`src/rtl/fixed_point_params.vh`:
```
// Shared fixed-point format for the qubit datapath: signed S4.4 amplitudes, 1.0 = 16.
`ifndef FIXED_POINT_PARAMS_VH
`define FIXED_POINT_PARAMS_VH
`define TOTAL_WIDTH 8
`define FRAC_WIDTH 4
`endif

```
`src/rtl/cphase_gate_pipelined.sv`:
```
// Three-stage controlled-phase gate: rotates the |1> amplitude by a selectable
// phase (pi, pi/2, pi/4, pi/8) when ctrl=1, passes the |0> amplitude through delay-matched.
`include "fixed_point_params.vh"

module cphase_gate_pipelined #(
    parameter int SATURATE = 1
) (
    input  logic                            clk,
    input  logic                            rst_n,
    input  logic                            en,
    input  logic                            in_valid,
    input  logic                            ctrl,
    input  logic [1:0]                      phase_sel,
    input  logic signed [`TOTAL_WIDTH-1:0]  alpha_r,
    input  logic signed [`TOTAL_WIDTH-1:0]  alpha_i,
    input  logic signed [`TOTAL_WIDTH-1:0]  beta_r,
    input  logic signed [`TOTAL_WIDTH-1:0]  beta_i,
    output logic                            out_valid,
    output logic signed [`TOTAL_WIDTH-1:0]  new_alpha_r,
    output logic signed [`TOTAL_WIDTH-1:0]  new_alpha_i,
    output logic signed [`TOTAL_WIDTH-1:0]  new_beta_r,
    output logic signed [`TOTAL_WIDTH-1:0]  new_beta_i
);

    localparam int unsigned W  = `TOTAL_WIDTH;
    localparam int unsigned F  = `FRAC_WIDTH;
    localparam int unsigned PW = 2 * W;
    localparam int unsigned SW = 2 * W + 1;
    localparam int          MAX_I = (1 <<< (W - 1)) - 1;
    localparam int          MIN_I = -(1 <<< (W - 1));
    localparam logic signed [SW-1:0] MAX_V = SW'(MAX_I);
    localparam logic signed [SW-1:0] MIN_V = SW'(MIN_I);

    // Stage 1 registers
    logic                  v1;
    logic signed [W-1:0]   a_r1, a_i1, b_r1, b_i1, c1, s1;
    // Stage 2 registers
    logic                  v2;
    logic signed [W-1:0]   a_r2, a_i2;
    logic signed [PW-1:0]  p_rc, p_is, p_rs, p_ic;

    logic signed [W-1:0]   c_sel, s_sel;
    logic signed [SW-1:0]  re_full, im_full, re_sh, im_sh;

    // Phase table; ctrl=0 selects the identity rotation (1.0, 0).
    always_comb begin
        c_sel = W'(16);
        s_sel = W'(0);
        if (ctrl) begin
            case (phase_sel)
                2'd0:    begin c_sel = W'(-16); s_sel = W'(0);  end
                2'd1:    begin c_sel = W'(0);   s_sel = W'(16); end
                2'd2:    begin c_sel = W'(11);  s_sel = W'(11); end
                default: begin c_sel = W'(15);  s_sel = W'(6);  end
            endcase
        end
    end

    // Complex combine at full precision, then floor-shift back to S4.4.
    always_comb begin
        re_full = SW'(p_rc) - SW'(p_is);
        im_full = SW'(p_rs) + SW'(p_ic);
        re_sh   = re_full >>> F;
        im_sh   = im_full >>> F;
    end

    function automatic logic signed [W-1:0] fit(input logic signed [SW-1:0] v);
        logic signed [W-1:0] r;
        r = W'(v);
        if (SATURATE != 0) begin
            if (v > MAX_V)      r = W'(MAX_I);
            else if (v < MIN_V) r = W'(MIN_I);
        end
        return r;
    endfunction

    always_ff @(posedge clk or negedge rst_n) begin
        if (!rst_n) begin
            v1          <= 1'b0;
            a_r1        <= '0;
            a_i1        <= '0;
            b_r1        <= '0;
            b_i1        <= '0;
            c1          <= '0;
            s1          <= '0;
            v2          <= 1'b0;
            a_r2        <= '0;
            a_i2        <= '0;
            p_rc        <= '0;
            p_is        <= '0;
            p_rs        <= '0;
            p_ic        <= '0;
            out_valid   <= 1'b0;
            new_alpha_r <= '0;
            new_alpha_i <= '0;
            new_beta_r  <= '0;
            new_beta_i  <= '0;
        end else if (en) begin
            v1          <= in_valid;
            a_r1        <= alpha_r;
            a_i1        <= alpha_i;
            b_r1        <= beta_r;
            b_i1        <= beta_i;
            c1          <= c_sel;
            s1          <= s_sel;

            v2          <= v1;
            a_r2        <= a_r1;
            a_i2        <= a_i1;
            p_rc        <= b_r1 * c1;
            p_is        <= b_i1 * s1;
            p_rs        <= b_r1 * s1;
            p_ic        <= b_i1 * c1;

            out_valid   <= v2;
            new_alpha_r <= a_r2;
            new_alpha_i <= a_i2;
            new_beta_r  <= fit(re_sh);
            new_beta_i  <= fit(im_sh);
        end
    end

endmodule

```
`config.mk`:
```
export PLATFORM = sky130hd
export DESIGN_NAME = cphase_gate_pipelined
export DESIGN_NICKNAME = d
export VERILOG_FILES = /design/src/rtl/cphase_gate_pipelined.sv
export VERILOG_INCLUDE_DIRS = /design/src /design/src/rtl
export SDC_FILE = /design/constraint.sdc
export NUM_CORES = 1
export LEC_CHECK = 0
export CAP_MARGIN = 40
export CORE_ASPECT_RATIO = 1.75
export CORE_MARGIN = 3
export CORE_UTILIZATION = 50
export CTS_CLUSTER_DIAMETER = 40
export DETAILED_ROUTE_END_ITERATION = 6
export PLACE_DENSITY_LB_ADDON = 0.2
export SLEW_MARGIN = 10
export SYNTH_ARGS = -nofsm -noshare
export SYNTH_HDL_FRONTEND = slang
export SYNTH_SLANG_ARGS = --single-unit
```
`constraint.sdc`:
```
create_clock -name clk -period 14.4 [get_ports clk]
set_input_delay 2.88 -clock clk [delete_from_list [all_inputs] [get_ports clk]]
set_output_delay 2.88 -clock clk [all_outputs]
set_load 0.01 [all_outputs]
```
Yosys cells after proc, flatten, opt, wreduce, memory -nomap -nowiden
Cells that the tools add are included.
Storage, ports and cells
  register bits: 163
  input port bits: 39
  output and inout port bits: 33
  logic and storage cells: 40
Operators by class
  add/sub/neg operators: 2
  $mul: 4
  magnitude comparators: 4
  equal/unequal tests: 2
  multiplexer cells: 8
  reductions and logical operators: 1
Operators by type and width (count)
  $mul A8 B8 Y16: 4
  $mux W8: 6
  $gt A13 B8 Y1 const B: 2
  $lt A13 B8 Y1 const B: 2
  $pmux W8 S3: 1
  $add A16 B16 Y17: 1
  $sub A16 B16 Y17: 1
  $pmux W5 S3: 1
  $eq A2 B1 Y1 const B: 1
  $eq A2 B2 Y1 const B: 1
  $logic_not A2 Y1: 1

Logic depth before layout (Yosys ltp)
Gate-level depths: netlist of the first run.
  depth after elaboration: 4
  mapped depth: 20
  mapped depth without buffers: 19

Least setup slack after synthesis of the first run
OpenSTA, ideal clock, no wires.
  path type: reg-to-reg
  from: reg c1[3]
  to: reg p_ic[14]
  setup time: 69 ps
  arrival: 4910 ps
  data required time: 14331 ps
  slack: 9421 ps
  cell stages (with the launch flop): 20
  path buffers: 1
  clock period less this slack: 4979 ps
  cells stage by stage: dfrtp_1 clkbuf_1 nand2_1 inv_1 fa_1 inv_1 fa_1 inv_1 fa_1 inv_1 fa_1 inv_1 ha_1 o21ai_0 a21boi_0 o21ai_0 a21boi_0 o211ai_1 a2111o_1 nand3_1
Between the ends
  word-level cells in the longest chain between the ends: 1
Ends and longest elaborated chain
  from (decl): RTL line cphase_gate_pipelined.sv:36  | logic signed [W-1:0] a_r1, a_i1, b_r1, b_i1, c1, s1;
  from (signal assigned): RTL line cphase_gate_pipelined.sv:104  | c1 <= c_sel;
  $mul A8 B8 Y16: RTL line cphase_gate_pipelined.sv:113  | p_ic <= b_i1 * c1;
  to (signal assigned): RTL line cphase_gate_pipelined.sv:113
  to (decl): RTL line cphase_gate_pipelined.sv:40  | logic signed [PW-1:0] p_rc, p_is, p_rs, p_ic;
No other way between the ends.
A chain may end at the register's enable or synchronous reset.

Worst setup path in the final report of the first run
  from: reg c1[6]
  to: reg p_ic[14]
Same word-level chain as after synthesis.

==> results of run 1 <==
==> where the power goes <==
| group | leakage, uW | total, uW | internal (uW) | switching [uW] |
|---|---|---|---|---|
| logic | 0.00620 | 1190 | 550 | 642 |
| registers | 0.00184 | 627 | 539 | 88.0 |
| clock network | 0.000280 | 452 | 261 | 191 |
| total | 0.00833 | 2270 | 1350 | 921 |
==> per-stage QoR <==
stage / instances / setup slack, ns / hold WS (ns) / total power [uW]
2_1_floorplan: 1494 / 9.42 / 0.456 / 1520
3_3_place_gp: 1911 / 8.70 / 0.460 / 1810
3_5_place_dp: 1911 / 8.53 / 0.469 / 1830
4_1_cts: 1942 / 8.49 / 0.484 / 2300
5_1_grt: 1942 / 8.13 / 0.494 / 2480
6_report: 1942 / 8.53 / 0.477 / 2270
==> worst reg2reg max path, cell delays in order, from the launching register on <==
cell	delay, ns
dfrtp_1	0.83
clkinv_1	0.76
nor2_1	0.34
fa_1	0.49
fa_1	0.53
fa_1	0.55
inv_1	0.06
fa_1	0.53
inv_1	0.04
ha_1	0.32
a21boi_0	0.25
o21ai_0	0.14
a21boi_0	0.35
o211ai_1	0.16
a2111o_1	0.38
nand3_1	0.07
==> worst min-delay path by stage <==
stage                   from             to  slack [ns]  cells after the start
2_1_floorplan       p_ic[10]       p_ic[10]        0.46                      2
3_3_place_gp   new_beta_i[7]  new_beta_i[7]        0.46                      1
3_5_place_dp   new_beta_i[7]  new_beta_i[7]        0.47                      1
4_1_cts        new_beta_i[7]  new_beta_i[7]        0.48                      1
5_1_grt        new_beta_i[7]  new_beta_i[7]        0.49                      1
6_report       new_beta_i[7]  new_beta_i[7]        0.48                      1
==> synthesized netlist by cell type, drive strengths merged (11+ instances only) <==
cell and n:
and2 41, fa 150, nor2b 14, ha 156, xnor2 40, clkbuf 30
dfrtp 153, nand3 15, mux2 97, inv 335, a21oi 44, a21o 18
o22ai 12, nor3 16, nor2 66, or3 11, xor2 19, o21a 12
o21ai 54, nand2 111
==> logic make-up (layout without fill, tap and decap cells) <==
logic type | after synthesis | after routing | share of synthesized area (%)
XOR/XNOR | 59 | 59 | 3.54
multiplexers | 102 | 102 | 7.82
AO/OA/AOI/OAI | 198 | 198 | 8.98
AND/OR/NAND/NOR | 304 | 304 | 9.87
flip-flops | 153 | 153 | 26.2
adder cells (fa/ha/maj) | 306 | 306 | 33.9
buffers and inverters | 372 | 442 | 9.62
==> routing by layer <==
layer	GRT usage [%]	up-vias	share of wire, %
met1	22.2	4884	38
met2	37.1	142	54
met5	0	-	0
met4	10.8	0	5.0
li1	-	4894	-
met3	2.73	61	2.3
==> layout make-up <==
cell class / instances / share of cell area [%]
clock buffer: 19 / 2.72
multi-input combinational: 969 / 57.6
inverter: 336 / 7.76
sequential: 153 / 23.6
timing repair buffer: 75 / 4.57
tap: 378 / 2.91
clock inverter: 12 / 0.870
==> layout by cell type (no fill, tap or decap), types with 5 or more instances in the layout <==
cell,Yosys,layout
nor3_1,16,16
xnor2_1,40,40
a21oi_1,44,44
dfrtp_1,153,153
mux2_2,97,97
xor2_1,19,19
nand4_1,5,5
o21ai_0,53,53
ha_1,156,156
nand2b_1,7,7
clkdlybuf4s50_1,0,69
fa_1,150,150
nor2_1,66,66
clkbuf_16,0,17
nor3b_1,5,5
nand2_1,111,111
o21a_1,12,12
nor2b_1,14,14
nand3_1,15,15
and3_1,5,5
o211ai_1,5,5
or3_1,10,10
a21boi_0,6,6
mux2i_1,5,5
and2_1,40,40
o31ai_1,6,6
inv_1,335,335
a221o_1,7,7
o22ai_1,12,12
a21o_1,18,18
==> flip-flops by register name, summed over array words and instances (netlist names), 2 cells and up <==
signal	count
p_rc	16
b_i1	8
b_r1	8
a_i1	8
p_rs	16
new_alpha_i	8
a_i2	8
p_ic	16
a_r1	8
p_is	16
new_beta_i	8
a_r2	8
new_beta_r	8
c1	4
s1	2
new_alpha_r	8
==> summary.md, run 1 <==
| Metric | Value |
|---|---|
| Status | complete, no violations |
| Layout cells sized above 1 | 9.08% |
| GP Congestion | 0.912 |
| DRT Pass-1 Iters | 4 |
| Post-Syn Area | roughly 15,000 um2 |
| Max_cap viols | 0 |
| Number of port buffers | 71 |
| Leakage | between 0.008 and 0.009 uW |
| Top cell by count, worst path | fa_1 |
| Grt total ovfl | 0 |
| Startpoint types | flip-flop |
| DRC | 0 |
| Vias in the first global route | 10,858 |
| Total power per unit cell area | around 140 nW/um2 |
| Ys async rst share | 100% |
| Skew-Pair Late Insertion Delay | around 0.45 ns |
| Cells after synthesis | 1,494 |
| Yosys cell types | 59 |
| Post-synth EDFFs | 0 |
| Crit end category | flip-flop |
| Synth area leaders | dfrtp_1 (26%), fa_1 (21%), ha_1 (13%) |
| Crit path max-delay family | adder cells |
| Worst Path Required | roughly 15 ns |
| Period utilisation layout | ~41% |
| R2R cell count | 15 |
| Worst-path maximum fanout | 20 |
| Vias post-DR | between 9,000 and 10,000 |
| DIE WIDTH | between 100 and 150 um |
| Final-report hold violation count | 0 |
| I/O pin count | 72 |
| Setup TNS | 0 ns |
| Maximum vdd ir drop | around 110 uV |
| Final Setup Violations | 0 |
| Largest area contributor in the netlist | dfrtp_1 |
| Period minus WS final | roughly 5.9 ns |
| Max-slew violations | 0 |
| Synth top area share | between 20% and 30% |
| Max_slew headroom | 46.5% |
| Cell area after layout | 16,300 um2 |
| GRT Total Usage | around a fifth |
| CTS tree | yes |
| P&R area growth vs syn | 11.4% |
| Routed wire length | around 29 mm |
| RSZ-0062 raised after global routing | false |
| Worst Hold Class | flip-flop to flip-flop |
| Mapped Avg Cell Area | around 10 um2 |
| Bufs and invs on worst path | 3 |
| First-pass GRT wire length | between 50 and 60 mm |
| Cell Rows | ~80 |
| Via density | 5.14 |
| CTS Sinks | approximately 150 |
| Reg2reg end | p_ic[14] |
| Worst path max stage delay | slightly above 0.8 ns |
| # nets final | around 1,900 |
| Utilization after layout | roughly 57% |
| CTS Root Cell | clkbuf_16 |
| Register area | about 3800 um2 |
| Stages on worst setup path | 15 |
| Worst-path clk slew | approximately 0.06 ns |
| H-Tree Level Count | 4 |
| CP Capture Point | p_ic[14] |
| Antenna violations before repair | 0 |
| Ant. Diodes | 0 |
| Seq/Total Area, Yosys | about a quarter |
| Fillers | 2,628 |
| DP HPWL | between 20 and 25 mm |
| CTS Hold Bufs | 0 |
| Worst-path cell chain | clkinv_1, nor2_1, fa_1, fa_1, fa_1, inv_1, fa_1, inv_1, ha_1, a21boi_0, o21ai_0, a21boi_0, o211ai_1, a2111o_1, nand3_1 |
| Register bit count reported by yosys | 153 |
| Die ar. | about 31,000 um2 |
| Slack of the worst reg-to-reg path | between 8 and 9 ns |
| Clock tree buffer depth | 2 |
| Yosys Warn Count | 0 |
| Crit Reg-Reg Startpoint | c1[6] |
| WP data arrival | 6.24 ns |
| CP startpoint | c1[6] |
| Worst Max-Slew Pin Slew | approximately 0.80 ns |
| Critical path's slowest cell | dfrtp_1 |
| DRT iter0 DRCs | about 280 |
| Core ar. | around 29,000 um2 |
| Chip height | between 200 and 250 um |
| Placed Area | around 16,000 um2 |
| Wirelength per Cell | roughly 15 um |
| Initial core utilization | about half |
| Multi-input gate area | 9370 um2 |
| Gates resized, CTS repair | 0 |
| Top FF cell, synth | dfrtp_1 |
| Antenna Nets Post-Route | 0 |
| Largest net degree at the start of global routing | 93 |
| Crit Path Category | flip-flop to flip-flop |
| # Post-CTS Setup Buffers | 0 |
| Cts bufs inserted | 17 |
| Syn nets | ~1,800 |
| Setup Skew | ~0.0098 ns |
| Highest clock rate | approximately 170 MHz |
Note: power is estimated with default switching activity, not from simulation.
==> inputs of run 2 (changes only) <==
==> constraint.sdc (replaced) <==
create_clock -name clk -period 6.1 [get_ports clk]
set_input_delay 1.22 -clock clk [delete_from_list [all_inputs] [get_ports clk]]
set_output_delay 1.22 -clock clk [all_outputs]
set_load 0.01 [all_outputs]
==> run 2 against run 1 <==
Against the previous run:
- routed wire length fell by 1.2%
- clock power rose by 130%
- register-to-register slack got worse by 7.7 ns
- setup slack got worse by 7.7 ns
- via count rose by 0.29%
- hold slack barely moved
- critical path depth rose by 3
- final cell count rose by 0.31%
- sequential share of layout area fell by 0.063 points
- sequential cell count did not move
- utilization rose by 0.15 points
- combinational power rose by 130%
==> summary.md, run 2 (synthesis results as in run 1) <==
| Metric | Value |
|---|---|
| Highest clock rate | 190 MHz (+12%) |
| # nets final | 1,902 (+0.26%) |
| Skew-Pair Late Insertion Delay | 0.44 ns (about the same) |
| Layout cells sized above 1 | 9.36% (+0.28 points) |
| Initial core utilization | 50.8% (unchanged) |
| Status | complete, no violations |
| CTS Root Cell | clkbuf_16 |
| Final WS setup | 0.850 ns (-7.68 ns) |
| Worst-path maximum fanout | 17 (-15%) |
| Vias post-DR | 10,010 (+0.29%) |
| Max_slew headroom | 47.9% (+1.4 points) |
| Via density | 5.14 (about the same) |
| Setup TNS | 0 ns (unchanged) |
| Hold slack final | 0.477 ns (-0.000260 ns) |
| Worst Path Required | 6.47 ns (-8.30 ns) |
| Final Setup Violations | 0 (unchanged) |
| Placed Area | 15,700 um2 (+0.37%) |
| Leakage | 0.00836 uW (+0.43%) |
| Ant. Diodes | 0 (unchanged) |
| DIE WIDTH | 135 um (unchanged) |
| Gates resized, CTS repair | 0 (unchanged) |
| Maximum vdd ir drop | 241 uV (+130%) |
| Cts bufs inserted | 17 (unchanged) |
| Period minus WS final | 5.25 ns (-0.618 ns) |
| Largest net degree at the start of global routing | 83 (-11%) |
| DRT iter0 DRCs | 239 (-15%) |
| # Post-CTS Setup Buffers | 0 (unchanged) |
| Int Pwr | 3160 uW (+130%) |
| CTS tree | yes |
| WP data arrival | 5.62 ns (-0.62 ns) |
| Final-report hold violation count | 0 (unchanged) |
| Most frequent cells in the layout | inv_1 (335), ha_1 (156), dfrtp_1 (153) |
| Grt total ovfl | 0 (unchanged) |
| Startpoint types | flip-flop |
| Switching Fraction | 40.7% (+0.14 points) |
| Setup Skew | 0.00650 ns (-0.00335 ns) |
| GP Congestion | 0.906 (-0.67%) |
| Max-slew violations | 0 (unchanged) |
| Worst-path clk slew | 0.06 ns (about the same) |
| Cell Rows | 82 (unchanged) |
| Commonest non-fill, non-tap cell in the layout | inv_1 |
| Total power | 5330 uW (+130%) |
| P&R area growth vs syn | 11.7% |
| Chip height | 232 um (unchanged) |
| Max_cap viols | 0 (unchanged) |
| Number of port buffers | 71 (unchanged) |
| I/O pin count | 72 (unchanged) |
| CTS Sinks | 153 (unchanged) |
| DP HPWL | 23.2 mm (-0.90%) |
| H-Tree Level Count | 4 (unchanged) |
| Clock tree buffer depth | 2 (unchanged) |
| NetSw | 2170 uW (+140%) |
| Crit end category | flip-flop |
| Clock power share | 19.7% (-0.2 points) |
| Placement Setup Slack | 0.857 ns (-7.68 ns) |
| Worst Max-Slew Pin Slew | 0.782 ns (-0.0209 ns) |
| CTS Hold Bufs | 0 (unchanged) |
| Fillers | 2,571 (-2.2%) |
| Core ar. | 28,700 um2 (unchanged) |
| Total power per unit cell area | 327 nW/um2 (+130%) |
| Antenna violations before repair | 0 (unchanged) |
| RSZ-0062 raised after global routing | false |
| GRT Total Usage | 20.1% (-0.039 points) |
| Cell area after layout | 16,300 um2 (+0.27%) |
| Wirelength per Cell | 14.8 um (-1.5%) |
| Worst Hold Class | flip-flop to flip-flop |
| Sequential power share | 27.9% (+0.3 points) |
| DRC | 0 (unchanged) |
| DRT Pass-1 Iters | 4 (unchanged) |
| Antenna Nets Post-Route | 0 (unchanged) |
| Crit Path Category | flip-flop to flip-flop |
| Period utilisation layout | 86.1% (+45 points) |
| Combinational power share | 52.5% (about the same) |
| Vias in the first global route | 10,659 (-1.8%) |
| Routed wire length | 28.9 mm (-1.2%) |
| First-pass GRT wire length | 50.6 mm (-0.46%) |
| Die ar. | 31,400 um2 (unchanged) |
==> run 2: cell count changes in the layout (fill, tap and decap cells not counted) <==
cell	delta
clkbuf_1	+1
buf_4	+4
clkinv_4	-1
bufinv_16	-1
clkinvlp_4	-2
buf_16	+1
inv_6	+2
clkbuf_8	+1
clkinv_2	+1
==> run 2: critical path, cell delays in order (launching register included) <==
cell and delay [ns]:
dfrtp_1 0.69, and2_1 0.20, buf_4 0.21, inv_1 0.15, fa_1 0.48, fa_1 0.52
inv_1 0.05, fa_1 0.48, inv_1 0.06, fa_1 0.53, inv_1 0.04, ha_1 0.31
o21ai_0 0.11, a21boi_0 0.23, o21ai_0 0.13, a21boi_0 0.37, o211ai_1 0.17, a2111o_1 0.38
nand3_1 0.07
==> run 2: worst paths after layout <==
kind | slack [ns] | cells past startpoint | endpoint | start
worst max register to register | 0.85 | 18 | p_rc[14] | c1[3]
worst max-delay path | 0.85 | 18 | p_rc[14] | c1[3]
worst min-delay path | 0.48 | 1 | new_beta_i[7] | new_beta_i[7]
worst min register to register | 0.48 | 1 | new_beta_i[7] | new_beta_i[7]
max in group asynchronous | 4.24 | 2 | p_is[11] | rst_n
min in group asynchronous | 0.81 | 1 | p_rs[13] | rst_n
==> run 2: per-layer routing <==
metal | up-vias | track usage, % | part of all wire [%]
li1 | 4919 | - | -
met1 | 4893 | 22.4 | 39
met2 | 137 | 35.7 | 52
met3 | 61 | 3.10 | 2.6
met4 | 0 | 12.4 | 6.5
met5 | - | 0 | 0
==> run 2: stage by stage <==
step                instances  util [%]
floorplan                1494         -
global placement         1915      54.7
detailed placement       1916      54.8
CTS                      1948      56.7
global route             1948      56.7
finish                   1948      56.7
==> run 2: area by class of cell <==
| type | count | area (um2) | share of cell area, % |
|---|---|---|---|
| clock buffer | 21 | 460 | 2.82 |
| clock inverter | 11 | 110 | 0.675 |
| inverter | 336 | 1260 | 7.74 |
| multi-input combinational | 969 | 9370 | 57.5 |
| sequential | 153 | 3830 | 23.5 |
| tap | 378 | 473 | 2.90 |
| timing repair buffer | 80 | 801 | 4.91 |
==> run 2: power groups by stage <==
stage | clock network [uW] | registers (uW) | logic [uW]
2_1_floorplan | 0 | 1440 | 2140
3_3_place_gp | 0 | 1500 | 2770
3_5_place_dp | 0 | 1510 | 2810
4_1_cts | 1080 | 1490 | 2840
5_1_grt | 1120 | 1510 | 3220
6_report | 1050 | 1480 | 2790
==> inputs of run 3 (changes only) <==
==> constraint.sdc (replaced) <==
create_clock -name clk -period 6.15 [get_ports clk]
set_input_delay 1.23 -clock clk [delete_from_list [all_inputs] [get_ports clk]]
set_output_delay 1.23 -clock clk [all_outputs]
set_load 0.01 [all_outputs]
==> run 3 against run 2 <==
Against the previous run:
- combinational power about the same
- die area unchanged
- global-route usage down 0.20 points
- critical path depth unchanged
- register-to-register slack better by 0.14 ns
- power down 0.95%
- fmax up 1.7%
- via count down 0.30%
- clock power about the same
- non-clock buffer count up 2
- first-iteration DRC count down 3.8%
- critical path type unchanged
- highest routed layer unchanged
==> summary.md, run 3 (synthesis results as in run 1) <==
| Metric | Value |
|---|---|
| DRT iter0 DRCs | 230 (-3.8%) |
| Sequential power share | 27.8% (about the same) |
| Ant. Diodes | 0 (unchanged) |
| Cell Rows | 82 (unchanged) |
| Layout cells sized above 1 | 9.48% (+0.12 points) |
| Core ar. | 28,700 um2 (unchanged) |
| Crit end category | flip-flop |
| Final WS setup | 0.987 ns (+0.137 ns) |
| Die ar. | 31,400 um2 (unchanged) |
| Period utilisation layout | 84.0% (-2.1 points) |
| Final Setup Violations | 0 (unchanged) |
| I/O pin count | 72 (unchanged) |
| Chip height | 232 um (unchanged) |
| Register area | 3830 um2 (unchanged) |
| Int Pwr | 3130 uW (-0.77%) |
| Vias in the first global route | 10,767 (+1.0%) |
| Setup TNS | 0 ns (unchanged) |
| Worst Path Required | 6.52 ns (+0.05 ns) |
| NetSw | 2140 uW (-1.2%) |
| RSZ-0062 raised after global routing | false |
| GRT Total Usage | 20.0% (-0.20 points) |
| Status | complete, no violations |
| Max_cap viols | 0 (unchanged) |
| Cts bufs inserted | 17 (unchanged) |
| WP data arrival | 5.53 ns (-0.09 ns) |
| First-pass GRT wire length | 50.2 mm (-0.82%) |
| Commonest non-fill, non-tap cell in the layout | inv_1 |
| Final-report hold violation count | 0 (unchanged) |
| Worst-path clk slew | 0.06 ns (about the same) |
| Switching Fraction | 40.6% (-0.11 points) |
| Vias post-DR | 9,980 (-0.30%) |
| H-Tree Level Count | 4 (unchanged) |
| Placement Setup Slack | 1.00 ns (+0.144 ns) |
| Fillers | 2,563 (-0.31%) |
| Skew-Pair Late Insertion Delay | 0.44 ns (about the same) |
| Worst-path maximum fanout | 11 (-6) |
| Clock tree buffer depth | 2 (unchanged) |
| DRT Pass-1 Iters | 4 (unchanged) |
| DIE WIDTH | 135 um (unchanged) |
| Wirelength per Cell | 14.8 um (-0.19%) |
| Startpoint types | flip-flop |
| CTS tree | yes |
| Slack of the worst reg-to-reg path | 0.99 ns (+0.14 ns) |
| # nets final | 1,904 (+0.11%) |
| CTS Root Cell | clkbuf_16 |
| Setup Skew | 0.00869 ns (+0.00220 ns) |
| # Post-CTS Setup Buffers | 0 (unchanged) |
| CTS Sinks | 153 (unchanged) |
| Max_slew headroom | 41.5% (-6.3 points) |
| Grt total ovfl | 0 (unchanged) |
| Leakage | 0.00837 uW (about the same) |
| Highest clock rate | 194 MHz (+1.7%) |
| P&R area growth vs syn | 11.7% (about the same) |
| Maximum vdd ir drop | 261 uV (+8.3%) |
| Largest net degree at the start of global routing | 83 (unchanged) |
| Worst Hold Class | flip-flop to flip-flop |
| Routed wire length | 28.8 mm (-0.14%) |
| Antenna violations before repair | 0 (unchanged) |
| Gates resized, CTS repair | 0 (unchanged) |
| Via density | 5.12 (-0.35%) |
| DP HPWL | 23.2 mm (about the same) |
| Antenna Nets Post-Route | 0 (unchanged) |
| Utilization after layout | 56.8% (about the same) |
| Period minus WS final | 5.16 ns (-0.0872 ns) |
| Combinational power share | 52.8% (+0.3 points) |
| Max-slew violations | 0 (unchanged) |
| Crit Path Category | flip-flop to flip-flop |
| GP Congestion | 0.893 (-1.4%) |
| DRC | 0 (unchanged) |
| Initial core utilization | 50.8% (unchanged) |
| Worst Max-Slew Pin Slew | 0.877 ns (+0.0951 ns) |
| Total power per unit cell area | 324 nW/um2 (-0.98%) |
| CTS Hold Bufs | 0 (unchanged) |
| Multi-input gate area | 9370 um2 (unchanged) |
| Most frequent cells in the layout | inv_1 (335), ha_1 (156), dfrtp_1 (153) |
| Number of port buffers | 71 (unchanged) |
| Clock power share | 19.4% (-0.3 points) |
[run 3: cell types whose count changed in the layout (fill, tap and decap cells not counted), sizes merged]
cell,delta
clkbuf,-1
buf,+2
[run 3: power groups by stage]
stage	combinational [uW]	sequential, uW	clock (uW)
final	2780	1470	1020
after global routing	3190	1500	1090
after CTS	2820	1470	1060
after detailed placement	2790	1490	0
after global placement	2750	1480	0
after floorplan	2130	1420	0
[run 3: critical path: stages, from the launching register on]
cell	delay [ns]
dfrtp_1	0.60
and2_1	0.20
buf_4	0.21
inv_1	0.14
fa_1	0.48
fa_1	0.52
inv_1	0.05
fa_1	0.48
inv_1	0.06
fa_1	0.53
inv_1	0.04
ha_1	0.31
o21ai_0	0.11
a21boi_0	0.23
o21ai_0	0.13
a21boi_0	0.37
o211ai_1	0.16
a2111o_1	0.38
nand3_1	0.08
[run 3: routing by layer]
metal / part of all wire [%] / vias to the layer above / wire length, um / GRT usage [%]
met1: 38 / 4873 / 11000 / 22.0
met3: 2.8 / 53 / 808 / 2.69
met4: 5.5 / 0 / 1590 / 11.3
li1: - / 4905 / - / -
met2: 54 / 149 / 15400 / 36.3
met5: 0 / - / 0 / 0
[run 3: area by class of cell]
cell class                      instances  share of cell area [%]
Timing Repair Buffer                   82                    4.96
Inverter                              336                    7.74
Sequential cell                       153                    23.5
Tap cell                              378                    2.90
Clock buffer                           20                    2.80
Multi-Input combinational cell        969                    57.4
Clock inverter                         11                   0.675
[run 3: final timing paths]
check	from	end	cells past startpoint
max	c1[3]	p_rc[14]	18
min	new_beta_i[7]	new_beta_i[7]	1
max reg2reg	c1[3]	p_rc[14]	18
min reg2reg	new_beta_i[7]	new_beta_i[7]	1
max in group asynchronous	rst_n	a_r2[3]	3
min in group asynchronous	rst_n	p_rs[15]	1
[run 3: through the flow]
stage / std cells / instance area [um2] / hold WS [ns] / total power [uW]
after floorplan: 1494 / 14600 / 0.456 / 3550
after global placement: 1917 / 15700 / 0.462 / 4230
after detailed placement: 1918 / 15700 / 0.475 / 4280
after CTS: 1949 / 16300 / 0.489 / 5350
after global routing: 1949 / 16300 / 0.514 / 5780
final: 1949 / 16300 / 0.486 / 5270
